File: config.mk
export PLATFORM = sky130hd
export DESIGN_NAME = row_col_sequencer_flat
export DESIGN_NICKNAME = d
export VERILOG_FILES = /design/src/rtl/row_col_sequencer_if.sv /design/src/rtl/row_col_sequencer.sv /design/src/flat_wrapper.sv
export SDC_FILE = /design/constraint.sdc
export NUM_CORES = 1
export LEC_CHECK = 0
export BUFFER_PORTS_ARGS = -buffer_cell sky130_fd_sc_hd__buf_2
export CAP_MARGIN = 40
export CORE_MARGIN = 10
export CORE_UTILIZATION = 45
export DETAILED_ROUTE_END_ITERATION = 16
export PLACE_DENSITY = 0.63
export SYNTH_ARGS = -nofsm -noshare
export SYNTH_HDL_FRONTEND = slang
export SYNTH_SLANG_ARGS = --single-unit
File: constraint.sdc
create_clock -name CLK -period 7.11 [get_ports CLK]
set_input_delay 1.422 -clock CLK [delete_from_list [all_inputs] [get_ports CLK]]
set_output_delay 1.422 -clock CLK [all_outputs]
set_load 0.02 [all_outputs]
File: src/rtl/row_col_sequencer_if.sv
// Load/issue bus of the row/column sequencer.
// The master writes A/B and starts runs; the slave presents row/column pairs.
interface row_col_sequencer_if #(
  parameter int Width = 8
);
  logic               LoadValid;
  logic               LoadSel;
  logic [3:0]         LoadAddr;
  logic [Width-1:0]   LoadReal;
  logic [Width-1:0]   LoadImag;
  logic               Start;
  logic               Hold;
  logic               Enable;
  logic [1:0]         RowIdx;
  logic [1:0]         ColIdx;
  logic [4*Width-1:0] ARowReal;
  logic [4*Width-1:0] ARowImag;
  logic [4*Width-1:0] BColReal;
  logic [4*Width-1:0] BColImag;
  logic               Busy;
  logic               Done;

  modport master (
    output LoadValid, LoadSel, LoadAddr,
    output LoadReal, LoadImag, Start, Hold,
    input  Enable, RowIdx, ColIdx,
    input  ARowReal, ARowImag,
    input  BColReal, BColImag, Busy, Done
  );

  modport slave (
    input  LoadValid, LoadSel, LoadAddr,
    input  LoadReal, LoadImag, Start, Hold,
    output Enable, RowIdx, ColIdx,
    output ARowReal, ARowImag,
    output BColReal, BColImag, Busy, Done
  );
endinterface

File: src/rtl/row_col_sequencer.sv
// Stores two 4x4 complex matrices and issues (row i of A, column j of B)
// pairs in row-major order, one per non-held cycle.
module row_col_sequencer #(
  parameter int Width = 8
) (
  input logic               CLK,
  input logic               reset,
  row_col_sequencer_if.slave bus
);
  localparam logic [1:0] IDLE  = 2'd0;
  localparam logic [1:0] ISSUE = 2'd1;
  localparam logic [1:0] DONE  = 2'd2;

  logic [1:0]         state = IDLE;
  logic [3:0]         n     = '0;
  logic               en    = 1'b0;
  logic               done  = 1'b0;
  logic [1:0]         row   = '0;
  logic [1:0]         col   = '0;
  logic [4*Width-1:0] ar    = '0;
  logic [4*Width-1:0] ai    = '0;
  logic [4*Width-1:0] br    = '0;
  logic [4*Width-1:0] bi    = '0;

  logic [Width-1:0] a_re [16];
  logic [Width-1:0] a_im [16];
  logic [Width-1:0] b_re [16];
  logic [Width-1:0] b_im [16];

  logic [4*Width-1:0] ar_nx;
  logic [4*Width-1:0] ai_nx;
  logic [4*Width-1:0] br_nx;
  logic [4*Width-1:0] bi_nx;

  // Row n[3:2] of A and column n[1:0] of B, element k in slot k.
  always_comb begin
    ar_nx = '0;
    ai_nx = '0;
    br_nx = '0;
    bi_nx = '0;
    for (int k = 0; k < 4; k++) begin
      ar_nx[k*Width +: Width] = a_re[{n[3:2], 2'(k)}];
      ai_nx[k*Width +: Width] = a_im[{n[3:2], 2'(k)}];
      br_nx[k*Width +: Width] = b_re[{2'(k), n[1:0]}];
      bi_nx[k*Width +: Width] = b_im[{2'(k), n[1:0]}];
    end
  end

  always_ff @(posedge CLK) begin
    if (reset) begin
      state <= IDLE;
      n     <= '0;
      en    <= 1'b0;
      done  <= 1'b0;
      row   <= '0;
      col   <= '0;
      ar    <= '0;
      ai    <= '0;
      br    <= '0;
      bi    <= '0;
      for (int e = 0; e < 16; e++) begin
        a_re[e] <= '0;
        a_im[e] <= '0;
        b_re[e] <= '0;
        b_im[e] <= '0;
      end
    end else begin
      en   <= 1'b0;
      done <= 1'b0;
      unique case (state)
        IDLE: begin
          if (bus.LoadValid) begin
            if (bus.LoadSel) begin
              b_re[bus.LoadAddr] <= bus.LoadReal;
              b_im[bus.LoadAddr] <= bus.LoadImag;
            end else begin
              a_re[bus.LoadAddr] <= bus.LoadReal;
              a_im[bus.LoadAddr] <= bus.LoadImag;
            end
          end
          if (bus.Start) begin
            state <= ISSUE;
            n     <= '0;
          end
        end
        ISSUE: begin
          if (!bus.Hold) begin
            en  <= 1'b1;
            row <= n[3:2];
            col <= n[1:0];
            ar  <= ar_nx;
            ai  <= ai_nx;
            br  <= br_nx;
            bi  <= bi_nx;
            n   <= n + 4'd1;
            if (n == 4'd15)
              state <= DONE;
          end
        end
        DONE: begin
          done  <= 1'b1;
          state <= IDLE;
        end
        default: state <= IDLE;
      endcase
    end
  end

  assign bus.Enable   = en;
  assign bus.Done     = done;
  assign bus.Busy     = (state != IDLE);
  assign bus.RowIdx   = row;
  assign bus.ColIdx   = col;
  assign bus.ARowReal = ar;
  assign bus.ARowImag = ai;
  assign bus.BColReal = br;
  assign bus.BColImag = bi;
endmodule

File: src/flat_wrapper.sv
// flat-port wrapper written by rule: the top's interface ports become plain ports
module row_col_sequencer_flat 
#(
  parameter int Width = 8
)
  (CLK, reset, bus_LoadValid, bus_LoadSel, bus_LoadAddr, bus_LoadReal, bus_LoadImag, bus_Start, bus_Hold, bus_Enable, bus_RowIdx, bus_ColIdx, bus_ARowReal, bus_ARowImag, bus_BColReal, bus_BColImag, bus_Busy, bus_Done);
  row_col_sequencer_if #(.Width(Width)) bus_i ();
  input logic CLK;
  input logic reset;
  input wire logic [$bits(bus_i.LoadValid)-1:0] bus_LoadValid;
  input wire logic [$bits(bus_i.LoadSel)-1:0] bus_LoadSel;
  input wire logic [$bits(bus_i.LoadAddr)-1:0] bus_LoadAddr;
  input wire logic [$bits(bus_i.LoadReal)-1:0] bus_LoadReal;
  input wire logic [$bits(bus_i.LoadImag)-1:0] bus_LoadImag;
  input wire logic [$bits(bus_i.Start)-1:0] bus_Start;
  input wire logic [$bits(bus_i.Hold)-1:0] bus_Hold;
  output wire logic [$bits(bus_i.Enable)-1:0] bus_Enable;
  output wire logic [$bits(bus_i.RowIdx)-1:0] bus_RowIdx;
  output wire logic [$bits(bus_i.ColIdx)-1:0] bus_ColIdx;
  output wire logic [$bits(bus_i.ARowReal)-1:0] bus_ARowReal;
  output wire logic [$bits(bus_i.ARowImag)-1:0] bus_ARowImag;
  output wire logic [$bits(bus_i.BColReal)-1:0] bus_BColReal;
  output wire logic [$bits(bus_i.BColImag)-1:0] bus_BColImag;
  output wire logic [$bits(bus_i.Busy)-1:0] bus_Busy;
  output wire logic [$bits(bus_i.Done)-1:0] bus_Done;
  assign bus_i.LoadValid = bus_LoadValid;
  assign bus_i.LoadSel = bus_LoadSel;
  assign bus_i.LoadAddr = bus_LoadAddr;
  assign bus_i.LoadReal = bus_LoadReal;
  assign bus_i.LoadImag = bus_LoadImag;
  assign bus_i.Start = bus_Start;
  assign bus_i.Hold = bus_Hold;
  assign bus_Enable = bus_i.Enable;
  assign bus_RowIdx = bus_i.RowIdx;
  assign bus_ColIdx = bus_i.ColIdx;
  assign bus_ARowReal = bus_i.ARowReal;
  assign bus_ARowImag = bus_i.ARowImag;
  assign bus_BColReal = bus_i.BColReal;
  assign bus_BColImag = bus_i.BColImag;
  assign bus_Busy = bus_i.Busy;
  assign bus_Done = bus_i.Done;
  row_col_sequencer #(.Width(Width)) u_core (.CLK(CLK), .reset(reset), .bus(bus_i));
endmodule
# == After elaboration in Yosys (flattened, before gate mapping) ==
# Memory sizes are Yosys's and may differ from the RTL's. A register that Yosys moved wholly into a read port is not among the register bits.
# Index checks and enable logic that the tools add are counted.
# word_totals
reg_bits,12
ramBits,512
inputBits,26
memories,4
# memory_table
memory,depth,width,rd,rd_clocked_by_memory_dff,wr,line_no,rtl
u_core.a_im,16,8,4,4,16,row_col_sequencer.sv:26,logic [Width-1:0] a_im [16];
u_core.a_re,16,8,4,4,16,row_col_sequencer.sv:25,logic [Width-1:0] a_re [16];
u_core.b_im,16,8,4,4,16,row_col_sequencer.sv:28,logic [Width-1:0] b_im [16];
u_core.b_re,16,8,4,4,16,row_col_sequencer.sv:27,logic [Width-1:0] b_re [16];
# classes
n_addsub,1
eq_ne,6
mux,33
bitwise_logic,2
reduce_logical,11
# ops
op,count
$mux W8,4
$reduce_or A8 Y1,4
$mux W4,6
$mux W1,18
$pmux W4 S2,1
$mux W2,3
$reduce_and A3 Y1,2
$add A4 B1 Y4 const B,1
$eq A4 B4 Y1 const B,1
$ne A2 B2 Y1 const B,2
$pmux W2 S2,1
$reduce_bool A2 Y1,2
$eq A2 B1 Y1 const B,1
$eq A2 B2 Y1 const B,1
$logic_not A2 Y1,1
$ne A2 B1 Y1 const B,1
$not A1 Y1,2
$reduce_and A2 Y1,1
$reduce_or A2 Y1,1

# == Depth between registers and ports, before layout ==
# depth
ltp_word,7
depth_mapped,7
mapped_depth_nobuf,5

# == Least setup slack after synthesis ==
# No wires, ideal clock.
# synth_timing
kind,input-to-reg
from,input port reset
to,memory u_core.a_im[15][0] (enable)
setup_ps,392
t_arrival_ps,3376
path_slack_ps,3342
cell_stages,6
n_path_buf,2
cell_sequence,clkbuf_1 nor4b_4 and2_1 buf_2 nand3_1 o21bai_1
# synth_rtl
item,line_no,rtl
start: declaration,flat_wrapper.sv:9,input logic reset;
end: declaration,row_col_sequencer.sv:26,

==> metrics.cfg <==
[clock_tree]
postCtsSetupBuffers = 0
cts-hold-fix-buffers = 0
cts_buffers = 67
cts_root_buf = clkbuf_16
clockBufferDepth = 3
cts_sinks = 652
htreeDepth = 3
cts_tree = built
cts_resized = 0
clk_pin_slew_ns = 0.06
clock_latency_ns = 0.61

[detailed_routing]
dr.first_iter.drc_count = 2011
drtPass1Iterations = 6
drc_errors = 0
routedWlPerCell_um = 27.4
wl_mm = 74.2
ant_nets = 0
routed_via_density = 5.85
via_count = 15900

[logic_synthesis]
ys_async_sr_fraction = 0
synth_top_area_cell = edfxtp_1
synthTopCellsByArea = edfxtp_1 59%, mux4_2 11%, dfxtp_1 11%
ys_warn_count = 0
yosysSeqAreaShare = 0.699
yosys_most_used_dff = edfxtp_1
yosysTopAreaCellShare = 0.591
synth_common_cells = 512 x edfxtp_1, 414 x nor2_1, 140 x dfxtp_1
avgSynthCellArea_um2 = 14.7
synth_seq_cells = 652
synth_most_common_cell = edfxtp_1
synth_cells = 1767
syn_nets = 1794
synth-edff-count = 512
ys_types = 34
syn-cell-area_um2 = 26000

[setup_path]
worstReg2RegStart = u_core.state[1]
cp_max_fo = 17
cp_data_arrival_time_ns = 4.43
crit_path_end = u_core.a_im[7][5]
criticalPathCategory = input port to register
worstSetupStartpoint = reset
start_kind = input port
worstSetupEndpointType = register
rrSetupSlack_ns = 3.39
r2r-end = u_core.a_im[7][5]
required_ns = 7.40
reg2reg_depth = 5

[cells_and_area]
fillerInstances = 4821
drive_gt1_frac = 0.225
multi_input_area_um2 = 7290
utilization = 0.519
fin_area_um2 = 29800
areaGrowthSynthToFinish_pct = 14.7
regArea_um2 = 18200
num-nets-final = 1915

[run_status]
outcome = finished, final reports clean

[hold_path]
hold_path.class = register to register

[sta]
finClkSkew_ns = 0.0236
tightest_slew_ns = 0.842
min_period_ns = 4.13
grt_setup_unrepaired = no
timing.final.crit_share = 0.581
slew_violations = 0
maxSlewHeadroom = 0.436
finalSetupViolCount = 0
fmax_ghz = 0.242
fin_tns_setup_ns = 0
finalWorstSetupSlack_ns = 2.98
hold_viol_final = 0

[place]
dp_hpwl_mm = 49.3
place_ws_ns = 2.39
place_area_um2 = 27600
gp_congestion = 0.892
port_buffers = 160

[die]
die_h_um = 260
rows = 88
io_pins = 161
die_w_um = 260
core_um2 = 57500
initial_core_util = 0.453
dieArea_um2 = 67800

[global_route]
grt_usage = 0.218
grt_first_pass_wirelength_mm = 107
grt_max_degree = 93
grt_pass1_vias = 15700
grt_overflow = 0
antenna_found_initial = 6

[pwr]
leakage_nw = 10.6
powerDensity_nw_per_um2 = 279
ir_drop_uv = 137
finalPower_mw = 8.33

[run]
drv_cap = 0

==> layout by cell type, fill, tap and decap left out, types with 5 or more instances in the layout <==
cell       synthesis  layout
mux4_2           128     128
clkinv_2           0       8
and2_1            99      99
a21oi_1            5       5
nand2_1          104     104
clkbuf_8           0       5
dfxtp_1          140     136
a21o_1            20      20
a22o_1           128     128
buf_4              0      25
nor2_1           414     413
bufinv_16          0       7
buf_2             16     160
clkbuf_16          0      71
clkbuf_1         117      18
nand2b_1           6       6
or2_2              6       6
o21bai_1           8       8
clkinv_1           0      10
and3_1            18      18
edfxtp_1         512     512
==> how the worst min path moves through the flow <==
| stage | slack [ns] | end | from | cells after the start |
|---|---|---|---|---|
| 3_3_place_gp | 0.46 | u_core.bus.BColReal[14] | u_core.bus.BColReal[14] | 1 |
| 2_1_floorplan | 0.55 | u_core.bus.ColIdx[0] | u_core.bus.ColIdx[0] | 2 |
| 5_1_grt | 0.48 | u_core.bus.BColImag[7] | u_core.bus.BColImag[7] | 1 |
| 6_report | 0.47 | u_core.bus.BColImag[10] | u_core.bus.BColImag[10] | 1 |
| 4_1_cts | 0.47 | u_core.bus.BColReal[13] | u_core.bus.BColReal[13] | 1 |
| 3_5_place_dp | 0.46 | u_core.bus.BColImag[24] | u_core.bus.BColImag[24] | 1 |
==> power breakdown <==
group	leakage, nW	internal, mW	switching [mW]	total [mW]
clock network	1.09	2.13	1.45	3.58
registers	6.33	4.25	0.0614	4.31
logic	3.18	0.130	0.318	0.447
==> worst max-delay path: stages <==
cell and delay [ns]:
buf_2 0.13, nor4b_4 0.56, and2_1 0.70, nand2_1 0.54
o21bai_1 0.78, buf_4 0.29
==> sequential cells by signal (all words and copies together), names as in the netlist, 32 cells and up <==
name / flops
u_core.b_re: 128
u_core.bus.BColReal: 32
u_core.bus.BColImag: 32
u_core.b_im: 128
u_core.a_re: 128
bus_ARowImag: 32
bus_ARowReal: 32
u_core.a_im: 128
==> logic make-up (layout without fill, tap and decap cells) <==
logic type	Yosys count	count (layout)	synth area share
simple gates	672	672	0.114
other cells	0	4	0
xor+xnor	2	2	0.000674
fa+ha+maj	1	1	0.000481
flops	652	652	0.699
mux	129	129	0.111
compound gates	168	168	0.0538
buf+inv	143	316	0.0215
==> cell type report <==
type	count	share of cell area
multi-input cells	972	0.245
diodes	4	0.000336
repair buffers	192	0.0384
clock buffers	94	0.0641
well taps	765	0.0321
inverters	3	0.000378
clock inverters	27	0.0102
flip-flops and latches	652	0.610
==> routing by layer <==
metal	up-vias	track usage	share of wire
met5	-	0	0.00077
met4	8	0.0856	0.036
met3	164	0.0568	0.11
met2	870	0.353	0.48
met1	8049	0.278	0.37
li1	6759	-	-
==> through the flow <==
stage          std cells  hold WS [ns]
2_1_floorplan       1767         0.554
3_3_place_gp        2575         0.455
3_5_place_dp        2584         0.459
4_1_cts             2705         0.473
5_1_grt             2705         0.484
6_report            2709         0.470
Note: power is estimated with default switching activity, not from simulation.
